## config.mk

```make
export PLATFORM = sky130hd
export DESIGN_NAME = chu_gpi_sampler_flat
export DESIGN_NICKNAME = d
export VERILOG_FILES = /design/src/rtl/chu_gpi_sampler_pkg.sv /design/src/rtl/chu_gpi_sampler_if.sv /design/src/rtl/gpi_sample_fifo.sv /design/src/rtl/chu_gpi_sampler.sv /design/src/flat_wrapper.sv
export SDC_FILE = /design/constraint.sdc
export NUM_CORES = 1
export LEC_CHECK = 0
export CORE_UTILIZATION = 55
export CTS_CLUSTER_SIZE = 16
export DETAILED_ROUTE_END_ITERATION = 6
export PLACE_DENSITY_LB_ADDON = 0.12
export SYNTH_ARGS = -nofsm -noshare
export SYNTH_HDL_FRONTEND = slang
export SYNTH_HIERARCHICAL = 1
export SYNTH_SLANG_ARGS = --single-unit
```

## constraint.sdc

```tcl
create_clock -name clk -period 5.05 [get_ports clk]
set_input_delay 1.01 -clock clk [delete_from_list [all_inputs] [get_ports clk]]
set_output_delay 1.01 -clock clk [all_outputs]
set_load 0.03 [all_outputs]
```

## src/rtl/chu_gpi_sampler_pkg.sv

```systemverilog
// rtl/chu_gpi_sampler_pkg.sv - register map, ctrl/status bit indices and FSM states for the GPI sampler
package chu_gpi_sampler_pkg;

    localparam int TS_W = 16;

    localparam logic [2:0] REG_LIVE     = 3'd0;
    localparam logic [2:0] REG_HEAD     = 3'd1;
    localparam logic [2:0] REG_POP      = 3'd2;
    localparam logic [2:0] REG_CTRL     = 3'd3;
    localparam logic [2:0] REG_PRESCALE = 3'd4;
    localparam logic [2:0] REG_STATUS   = 3'd5;

    localparam int CTRL_EN     = 0;
    localparam int CTRL_MODE   = 1;
    localparam int CTRL_CLR    = 2;
    localparam int CTRL_IRQ_EN = 3;

    localparam int STAT_EMPTY     = 0;
    localparam int STAT_FULL      = 1;
    localparam int STAT_OVF       = 2;
    localparam int STAT_COUNT_LSB = 8;

    typedef enum logic {
        IDLE = 1'b0,
        RUN  = 1'b1
    } state_t;

endpackage

```

## src/rtl/chu_gpi_sampler_if.sv

```systemverilog
// rtl/chu_gpi_sampler_if.sv - MMIO slot bus between the processor side and the sampler core
interface chu_gpi_sampler_if;
    logic        cs;
    logic        read;
    logic        write;
    logic [4:0]  addr;
    logic [31:0] wr_data;
    logic [31:0] rd_data;

    modport master (output cs, read, write, addr, wr_data, input rd_data);
    modport slave  (input cs, read, write, addr, wr_data, output rd_data);
endinterface

```

## src/rtl/gpi_sample_fifo.sv

```systemverilog
// rtl/gpi_sample_fifo.sv - register-array sample FIFO with clear, occupancy count and full/empty flags
module gpi_sample_fifo #(
    parameter int DATA_W     = 24,
    parameter int DEPTH_LOG2 = 4
) (
    input  logic                  clk,
    input  logic                  reset,
    input  logic                  push,
    input  logic                  pop,
    input  logic                  clr,
    input  logic [DATA_W-1:0]     wdata,
    output logic [DATA_W-1:0]     head,
    output logic [DEPTH_LOG2:0]   count,
    output logic                  full,
    output logic                  empty
);
    localparam int DEPTH = 1 << DEPTH_LOG2;

    logic [DATA_W-1:0]     mem [DEPTH];
    logic [DEPTH_LOG2-1:0] wr_ptr;
    logic [DEPTH_LOG2-1:0] rd_ptr;
    logic                  do_push;
    logic                  do_pop;

    assign empty = (count == '0);
    assign full  = (count == (DEPTH_LOG2+1)'(DEPTH));
    assign head  = mem[rd_ptr];

    // A push into a full FIFO only lands when a pop frees the slot in the same cycle
    assign do_push = push & ~clr & (~full | pop);
    assign do_pop  = pop & ~clr & ~empty;

    always_ff @(posedge clk or posedge reset) begin
        if (reset) begin
            wr_ptr <= '0;
            rd_ptr <= '0;
            count  <= '0;
        end else if (clr) begin
            wr_ptr <= '0;
            rd_ptr <= '0;
            count  <= '0;
        end else begin
            if (do_push)
                wr_ptr <= wr_ptr + 1'b1;
            if (do_pop)
                rd_ptr <= rd_ptr + 1'b1;
            if (do_push && !do_pop)
                count <= count + 1'b1;
            else if (do_pop && !do_push)
                count <= count - 1'b1;
        end
    end

    always_ff @(posedge clk) begin
        if (do_push)
            mem[wr_ptr] <= wdata;
    end

endmodule

```

## src/rtl/chu_gpi_sampler.sv

```systemverilog
// rtl/chu_gpi_sampler.sv - MMIO core that samples, timestamps and buffers a GPI port under hardware control
module chu_gpi_sampler
    import chu_gpi_sampler_pkg::*;
#(
    parameter int W          = 8,
    parameter int DEPTH_LOG2 = 4
) (
    input  logic                  clk,
    input  logic                  reset,
    chu_gpi_sampler_if.slave      slot,
    input  logic [W-1:0]          din,
    output logic                  irq
);
    logic [W-1:0]          sync_q;
    logic [W-1:0]          sdin;
    state_t                state;
    state_t                state_next;
    logic                  mode;
    logic                  irq_en;
    logic [15:0]           prescale;
    logic [15:0]           cnt;
    logic [TS_W-1:0]       ts;
    logic [W-1:0]          last;
    logic                  first;
    logic                  overflow;

    logic                  wr_en;
    logic                  wr_ctrl;
    logic                  wr_prescale;
    logic                  wr_status;
    logic                  pop;
    logic                  clr;
    logic                  enter_run;
    logic                  run;
    logic                  tick;
    logic                  push_req;

    logic [TS_W+W-1:0]     fifo_head;
    logic [DEPTH_LOG2:0]   fifo_count;
    logic                  fifo_full;
    logic                  fifo_empty;
    logic                  unused_bits;

    assign wr_en       = slot.cs & slot.write;
    assign wr_ctrl     = wr_en & (slot.addr[2:0] == REG_CTRL);
    assign wr_prescale = wr_en & (slot.addr[2:0] == REG_PRESCALE);
    assign wr_status   = wr_en & (slot.addr[2:0] == REG_STATUS);
    assign pop         = wr_en & (slot.addr[2:0] == REG_POP);
    assign clr         = wr_ctrl & slot.wr_data[CTRL_CLR];

    assign unused_bits = ^{slot.read, slot.addr[4:3], slot.wr_data[31:16]};

    always_ff @(posedge clk or posedge reset) begin
        if (reset) begin
            sync_q <= '0;
            sdin   <= '0;
        end else begin
            sync_q <= din;
            sdin   <= sync_q;
        end
    end

    always_ff @(posedge clk or posedge reset) begin
        if (reset)
            state <= IDLE;
        else
            state <= state_next;
    end

    always_comb begin
        state_next = state;
        case (state)
            IDLE: if (wr_ctrl && slot.wr_data[CTRL_EN])  state_next = RUN;
            RUN:  if (wr_ctrl && !slot.wr_data[CTRL_EN]) state_next = IDLE;
            default: state_next = IDLE;
        endcase
    end

    assign enter_run = (state == IDLE) && (state_next == RUN);
    assign run       = (state == RUN);
    // A tick coinciding with clr is discarded entirely (no push, no timestamp advance)
    assign tick      = run & (cnt == prescale) & ~clr;
    assign push_req  = tick & (~mode | first | (sdin != last));

    always_ff @(posedge clk or posedge reset) begin
        if (reset) begin
            mode     <= 1'b0;
            irq_en   <= 1'b0;
            prescale <= '0;
            cnt      <= '0;
            ts       <= '0;
            last     <= '0;
            first    <= 1'b1;
            overflow <= 1'b0;
            irq      <= 1'b0;
        end else begin
            if (wr_ctrl) begin
                mode   <= slot.wr_data[CTRL_MODE];
                irq_en <= slot.wr_data[CTRL_IRQ_EN];
            end
            if (wr_prescale)
                prescale <= slot.wr_data[15:0];

            // cnt above a freshly lowered N wraps to 0 without producing a tick
            if (enter_run)
                cnt <= '0;
            else if (run)
                cnt <= (cnt >= prescale) ? 16'd0 : cnt + 16'd1;

            if (tick)
                ts <= ts + 1'b1;

            if (push_req)
                last <= sdin;
            if (clr || enter_run)
                first <= 1'b1;
            else if (push_req)
                first <= 1'b0;

            if (clr || (wr_status && slot.wr_data[STAT_OVF]))
                overflow <= 1'b0;
            else if (push_req && fifo_full && !pop)
                overflow <= 1'b1;

            irq <= irq_en & (~fifo_empty | overflow);
        end
    end

    gpi_sample_fifo #(
        .DATA_W     (TS_W + W),
        .DEPTH_LOG2 (DEPTH_LOG2)
    ) u_fifo (
        .clk   (clk),
        .reset (reset),
        .push  (push_req),
        .pop   (pop),
        .clr   (clr),
        .wdata ({ts, sdin}),
        .head  (fifo_head),
        .count (fifo_count),
        .full  (fifo_full),
        .empty (fifo_empty)
    );

    always_comb begin
        slot.rd_data = '0;
        case (slot.addr[2:0])
            REG_LIVE: slot.rd_data[W-1:0] = sdin;
            REG_HEAD: begin
                if (!fifo_empty) begin
                    slot.rd_data[W-1:0]   = fifo_head[W-1:0];
                    slot.rd_data[31:16]   = fifo_head[TS_W+W-1:W];
                end
            end
            REG_CTRL: begin
                slot.rd_data[CTRL_EN]     = run;
                slot.rd_data[CTRL_MODE]   = mode;
                slot.rd_data[CTRL_IRQ_EN] = irq_en;
            end
            REG_PRESCALE: slot.rd_data[15:0] = prescale;
            REG_STATUS: begin
                slot.rd_data[STAT_EMPTY] = fifo_empty;
                slot.rd_data[STAT_FULL]  = fifo_full;
                slot.rd_data[STAT_OVF]   = overflow;
                slot.rd_data[STAT_COUNT_LSB +: DEPTH_LOG2+1] = fifo_count;
            end
            default: slot.rd_data = '0;
        endcase
    end

endmodule

```

## src/flat_wrapper.sv

```systemverilog
// flat-port wrapper written by rule: the top's interface ports become plain ports
module chu_gpi_sampler_flat import chu_gpi_sampler_pkg::*;
#(
    parameter int W          = 8,
    parameter int DEPTH_LOG2 = 4
)
  (clk, reset, din, irq, slot_cs, slot_read, slot_write, slot_addr, slot_wr_data, slot_rd_data);
  chu_gpi_sampler_if slot_i ();
  input  logic clk;
  input  logic reset;
  input  logic [W-1:0] din;
  output logic irq;
  input wire logic [$bits(slot_i.cs)-1:0] slot_cs;
  input wire logic [$bits(slot_i.read)-1:0] slot_read;
  input wire logic [$bits(slot_i.write)-1:0] slot_write;
  input wire logic [$bits(slot_i.addr)-1:0] slot_addr;
  input wire logic [$bits(slot_i.wr_data)-1:0] slot_wr_data;
  output wire logic [$bits(slot_i.rd_data)-1:0] slot_rd_data;
  assign slot_i.cs = slot_cs;
  assign slot_i.read = slot_read;
  assign slot_i.write = slot_write;
  assign slot_i.addr = slot_addr;
  assign slot_i.wr_data = slot_wr_data;
  assign slot_rd_data = slot_i.rd_data;
  chu_gpi_sampler #(.W(W), .DEPTH_LOG2(DEPTH_LOG2)) u_core (.clk(clk), .reset(reset), .slot(slot_i), .din(din), .irq(irq));
endmodule
```

# ---- Yosys cells after proc, flatten, opt, wreduce, memory -nomap -nowiden
# Memory sizes are Yosys's and may differ from the RTL's.
# Index checks and enable logic that the tools add are counted.
dict set report totals {
  regBits 91
  ramBits 384
  input_bits 50
  word_cells 104
  mem_count 1
}
dict set report classes {
  addsub 6
  magnitude_cmp 1
  eq_ne 8
  n_mux 28
  n_bitwise 23
  reduce_logical 22
}
# memory words width read_ports rd_ports_with_merged_regs wr line
set mem_list {}
lappend mem_list {u_core.u_fifo.mem 16 24 1 0 1 gpi_sample_fifo.sv:19} ;# logic [DATA_W-1:0] mem [DEPTH];
# op count
set ops {}
lappend ops {{$mux 16} 5}
lappend ops {{$add 16x1->16 const B} 2}
lappend ops {{$eq 16x16->1} 1}
lappend ops {{$ge 16x16->1} 1}
lappend ops {{$mux 4} 4}
lappend ops {{$mux 5} 3}
lappend ops {{$and 1x1->1} 14}
lappend ops {{$pmux 4 s3} 1}
lappend ops {{$pmux 2 s5} 1}
lappend ops {{$pmux 5 s2} 1}
lappend ops {{$reduce_bool 2->1} 5}
lappend ops {{$add 4x1->4 const B} 2}
lappend ops {{$logic_and 1x1->1} 8}
lappend ops {{$mux 1} 8}
lappend ops {{$mux 8} 1}
lappend ops {{$ne 8x8->1} 1}
lappend ops {{$pmux 1 s4} 2}
lappend ops {{$eq 3x2->1 const B} 2}
lappend ops {{$eq 3x3->1 const B} 2}
lappend ops {{$add 5x1->5 const B} 1}
lappend ops {{$eq 5x5->1 const B} 1}
lappend ops {{$logic_not 5->1} 1}
lappend ops {{$not 1->1} 5}
lappend ops {{$sub 5x1->5 const B} 1}
lappend ops {{8 further kinds} 15}

# ---- Depth between registers and ports, before layout
dict set report logic_depth {
  ltp_word 13
  ltp_mapped 14
  mapped_depth_nobuf 14
}

# ---- Cells and area by module
# Netlist, hierarchy kept.
# mod instances cells_each area_per_inst_um2 seq_area_each_um2
set modules_own_cells {}
lappend modules_own_cells {gpi_sample_fifo 1 653 15436.1 11856.4}
lappend modules_own_cells {chu_gpi_sampler 1 423 4050.1 1953.1}

# ---- Worst setup path before layout
# No wires, ideal clock.
dict set report synth_path {
  kind {input -> register}
  startpoint {input slot_addr[1]}
  endpoint {memory u_core.u_fifo.mem[4][0], enable pin}
  t_arrival_ps 3914
  setup_slack_ps 731
  stages 7
  n_path_buf 1
  path_cell_list {clkbuf_1 > nand2b_1 > nor3_1 > nand2b_1 > o21ai_4 > or4b_1 > nor2_1}
}
dict set report synth_between {
  word_cells_on_any_way 13
  cone_classes {2 x eq/ne; 2 x mux; 9 x bitwise}
}
# element line
set synth_lines {}
lappend synth_lines {{from (decl)} flat_wrapper.sv:16} ;# input wire logic [$bits(slot_i.addr)-1:0] slot_addr;
lappend synth_lines {{$eq 3x2->1} chu_gpi_sampler.sv:48} ;# assign pop = wr_en & (slot.addr[2:0] == REG_POP);
lappend synth_lines {{$and 1x1->1} chu_gpi_sampler.sv:48}
lappend synth_lines {{net u_core.pop} chu_gpi_sampler.sv:31} ;# logic pop;
lappend synth_lines {{$or 1x1->1} gpi_sample_fifo.sv:30} ;# assign do_push = push & ~clr & (~full | pop);
lappend synth_lines {{$and 1x1->1} gpi_sample_fifo.sv:30}
lappend synth_lines {{$mux 1} gpi_sample_fifo.sv:55} ;# if (do_push)
lappend synth_lines {{$mux 1 (not written as such)} gpi_sample_fifo.sv:56} ;# mem[wr_ptr] <= wdata;
lappend synth_lines {{to (decl)} gpi_sample_fifo.sv:19}
# The timed path passes the listed nets, and every way through them passes these cells.

# ---- Worst setup path in the final report
dict set report layout_path {
  startpoint {register u_core.u_fifo.rd_ptr[0]}
  endpoint {output slot_rd_data[0]}
}
dict set report layout_between {
  elab_chain_len 3
}
# element line
set layout_lines {}
lappend layout_lines {{from (decl)} gpi_sample_fifo.sv:21} ;# logic [DEPTH_LOG2-1:0] rd_ptr;
lappend layout_lines {{from (signal assigned)} gpi_sample_fifo.sv:46} ;# rd_ptr <= rd_ptr + 1'b1;
lappend layout_lines {{$mem_v2 16x24} --}
lappend layout_lines {{net u_core.fifo_head[0]} chu_gpi_sampler.sv:38} ;# logic [TS_W+W-1:0] fifo_head;
lappend layout_lines {{$mux 8} chu_gpi_sampler.sv:150} ;# if (!fifo_empty) begin
lappend layout_lines {{$pmux 2 s5} chu_gpi_sampler.sv:147} ;# case (slot.addr[2:0])
lappend layout_lines {{to (decl)} flat_wrapper.sv:18} ;# output wire logic [$bits(slot_i.rd_data)-1:0] slot_rd_data;
# The timed path passes the listed nets, and every way through them passes these cells.

==> results by group <==
Placed design
  – Placed Area: roughly 0.021 mm2
  – Port Buffers: 63
  – Gp weighted congestion: 0.794
  – Detailed Place HPWL: 25200 um

Setup path
  – Top cell by count, worst path: mux4_2
  – Worst setup SP type: register
  – Crit end category: output pin
  – Worst Path Arrival: 3.62 ns
  – CP Class: register to output pin
  – CP required: 4.04 ns
  – Critical Path Fanout Max: 29
  – Crit path cell chain: mux4_2 -> mux4_2 -> a22oi_1 -> o22ai_1 -> nand2_1 -> o21ai_0 -> clkdlybuf4s50_1
  – Critical Path Slowest Stage Cell: dfrtp_4
  – WP buf/inv: 1
  – Crit path largest cell delay: roughly 0.82 ns
  – Crit-path leading delay family: multiplexers

Timing
  – Final setup fails: 0
  – Final Hold Viols: 0
  – Final period utilization: 0.916
  – Worst Tran Pin Value: 1.20 ns
  – Final min period: approximately 4.6 ns
  – Slew HR: 0.194
  – Skew final: 0.0260 ns
  – Pins Over Slew Limit: 0
  – RSZ-0062 raised after global routing: false
  – Hold_ws: between 0.3 and 0.4 ns
  – F_max: 216 MHz
  – Setup TNS: 0 ns

Finish
  – Area growth syn-to-layout: 16.0%
  – Layout Nets: around 1300
  – Most frequent cells in the layout: 384 x edfxtp_1, 120 x mux4_2, 87 x dfrtp_1
  – Post-Layout Inst Area: roughly 0.023 mm2
  – Commonest non-fill, non-tap cell in the layout: edfxtp_1
  – Ant. Diodes: 0
  – Fraction of layout cells with a size suffix above 1: 0.222
  – Final Core Density: 0.651

Routing
  – DR WL met2: slightly above 20000 um
  – Via density per instance: 6.02
  – Via Count: 10200
  – Max layer used: met4
  – Iter 0 DRT Violations: 669
  – Detail Route met3 WL: 2090 um
  – Drc violations: 0
  – DRT Pass-1 Iters: 5
  – Routed met1 length: approximately 18000 um
  – Avg WL per Cell: 24.5 um
  – Routed Antenna Nets: 0
  – Drt total wl: between 40000 and 50000 um

Synth
  – XOR/XNOR share of the synthesized area: 0.0148
  – Share of the synthesized area in the top cell type: 0.592
  – Mapped Cells: 1076
  – Synthesized cell area: about 0.019 mm2
  – Ys flop type: edfxtp_1
  – Mapped Nets: 1154
  – Adder-cell share of the synthesized area: 0.0184
  – Proportion of synthesized area in mux cells: 0.148
  – Simple-gate share of the synthesized area: 0.0594
  – Synthesized area per cell: 18.1 um2
  – Syn. warnings: 6
  – Seq/Total Area, Yosys: 0.709
  – Largest family of logic cells by synthesized area: multiplexers
  – Synth unique cells: 61
  – Synth top area cells: edfxtp_1 59%, mux4_2 14%, dfrtp_1 12%
  – EDFF count, synth: about 380
  – Area fraction in compound gates after synthesis: 0.0317
  – Yosys top cell by area: edfxtp_1
  – Async SR Flop Fraction: 0.192
  – #FFs+latches synth: approximately 480

GRT
  – GRT overflow: 0
  – Initial antenna violation count: 0
  – Largest net degree at the start of global routing: between 60 and 70
  – Vias in the first global route: 10200
  – First-pass GRT wire length: between 60000 and 70000 um
  – GRT Total Usage: 0.238

Clocking
  – Clock sink count: ~480
  – Cts hold-fix bufs: 0
  – CTS Root Cell: clkbuf_16
  – Setup bufs post-CTS: 0
  – Clk_lat worst skew: 0.57 ns
  – Post-cts resize count: 0
  – Num CTS Buffers: 49
  – Clock tree buffer depth: 3
  – Htree depth: 2
  – TritonCTS clock tree: yes
  – CTS clk-pin slew, worst paths: roughly 0.060 ns

Power and ir drop
  – Worst VDD drop: 0.000365 V
  – Leak: 8.36 nW
  – Tot Pwr: roughly 10 mW
  – PD cells: about 440 mW/mm2

Job
  – Max Cap Violations: 0

Floorplanning
  – Die Y-Extent: around 190 um
  – Die X: about 190 um
  – Initial Util: 0.561
  – Io pins: 83
  – CORE AREA: 0.0347 mm2
  – # rows: 68
  – Die footprint: 0.0362 mm2

Min path
  – Hold Path Class: register to register

Status
  – Outcome: complete, no violations
## worst paths after layout
kind	startpoint	endpoint	slack, ns	cells past startpoint
max	u_core/u_fifo/rd_ptr[0]$_DFFE_PP0P_	slot_rd_data[0]	0.42	7
max in group asynchronous	reset	u_core/ts[1]$_DFFE_PP0P_	3.12	3
max reg2reg	u_core/cnt[12]$_DFFE_PP0P_	u_core/u_fifo/count[4]$_DFFE_PP0P_	1.15	14
min in group asynchronous	reset	u_core/u_fifo/rd_ptr[1]$_DFFE_PP0P_	0.85	2
min	u_core/sync_q[1]$_DFF_PP0_	u_core/sdin[1]$_DFF_PP0_	0.35	0
min reg2reg	u_core/sync_q[1]$_DFF_PP0_	u_core/sdin[1]$_DFF_PP0_	0.35	0
## cells in the mapped netlist, types with 4 or more instances
library cell	instances
edfxtp_1	384
mux4_2	120
dfrtp_1	90
nand2_1	77
inv_1	34
and2_1	31
o21ai_0	30
nor2_1	29
ha_1	27
clkbuf_1	25
nand3_1	23
xnor2_1	18
a21oi_1	17
buf_2	15
nand4_1	15
xor2_1	15
mux2i_1	14
and3_1	11
nor3_1	11
a31oi_1	7
a22o_1	6
nand2b_1	6
a21o_1	4
a22oi_1	4
and4_1	4
buf_1	4
o21ai_1	4
## logic make-up (layout without fill, tap and decap cells)
group	Yosys count	count (layout)
AOI/OAI and AO/OA	95	95
xor gates and xnor gates	33	33
DFF	475	475
adders and majority gates	28	28
and+or+nand+nor	225	225
muxes	137	137
buffers and inverters	83	238
## state kept, by name (all words and copies together), names as in the netlist
signal                cells
u_core/irq                1
u_core/mode               1
u_core/u_fifo/rd_ptr      4
u_core/ts                16
u_core/cnt               16
u_core/sync_q             8
u_core/sdin               8
u_core/u_fifo/count       5
u_core/last               8
u_core/irq_en             1
u_core/first              1
u_core/overflow           1
u_core/u_fifo/wr_ptr      4
u_core/run                1
u_core/prescale          16
u_core/u_fifo/mem       384
## metrics by stage
step | instances | setup WS [ns]
finish | 1686 | 0.423
global route | 1686 | 0.273
CTS | 1686 | 0.358
detailed placement | 1594 | 0.549
global placement | 1594 | 0.613
floorplan | 1076 | 0.731
## metal layers
layer	vias up	global-route usage
li1	4496	-
met1	5332	0.344
met2	264	0.380
met3	61	0.0374
met4	0	0.0646
met5	-	0
## worst register-to-register path, cell delays in order (launching register included)
cell and delay, ns:
dfrtp_1 0.46, ha_1 0.32, nand4_2 0.15, nor4_2 0.49, nand3_1 0.17, a21oi_1 0.26, buf_4 0.22, o21ai_4 0.11
nor2_1 0.11, nand2_1 0.16, fa_1 0.48, a21o_1 0.20, a2111oi_0 0.36, o21ai_0 0.16, a31oi_1 0.17
## final cells by class
type	count	area, um2
Sequential cell	475	13800
Fill cell	2387	12100
Multi-Input combinational cell	518	5340
Clock buffer	69	1370
Timing Repair Buffer	112	1120
Tap cell	455	569
Clock inverter	23	262
Inverter	34	129
## report_power, final
group          internal [mW]  switching, mW
clock                   2.20           1.43
sequential              4.32          0.308
combinational          0.928          0.841
total                   7.45           2.58
Power figures use the tool's default switching activity.
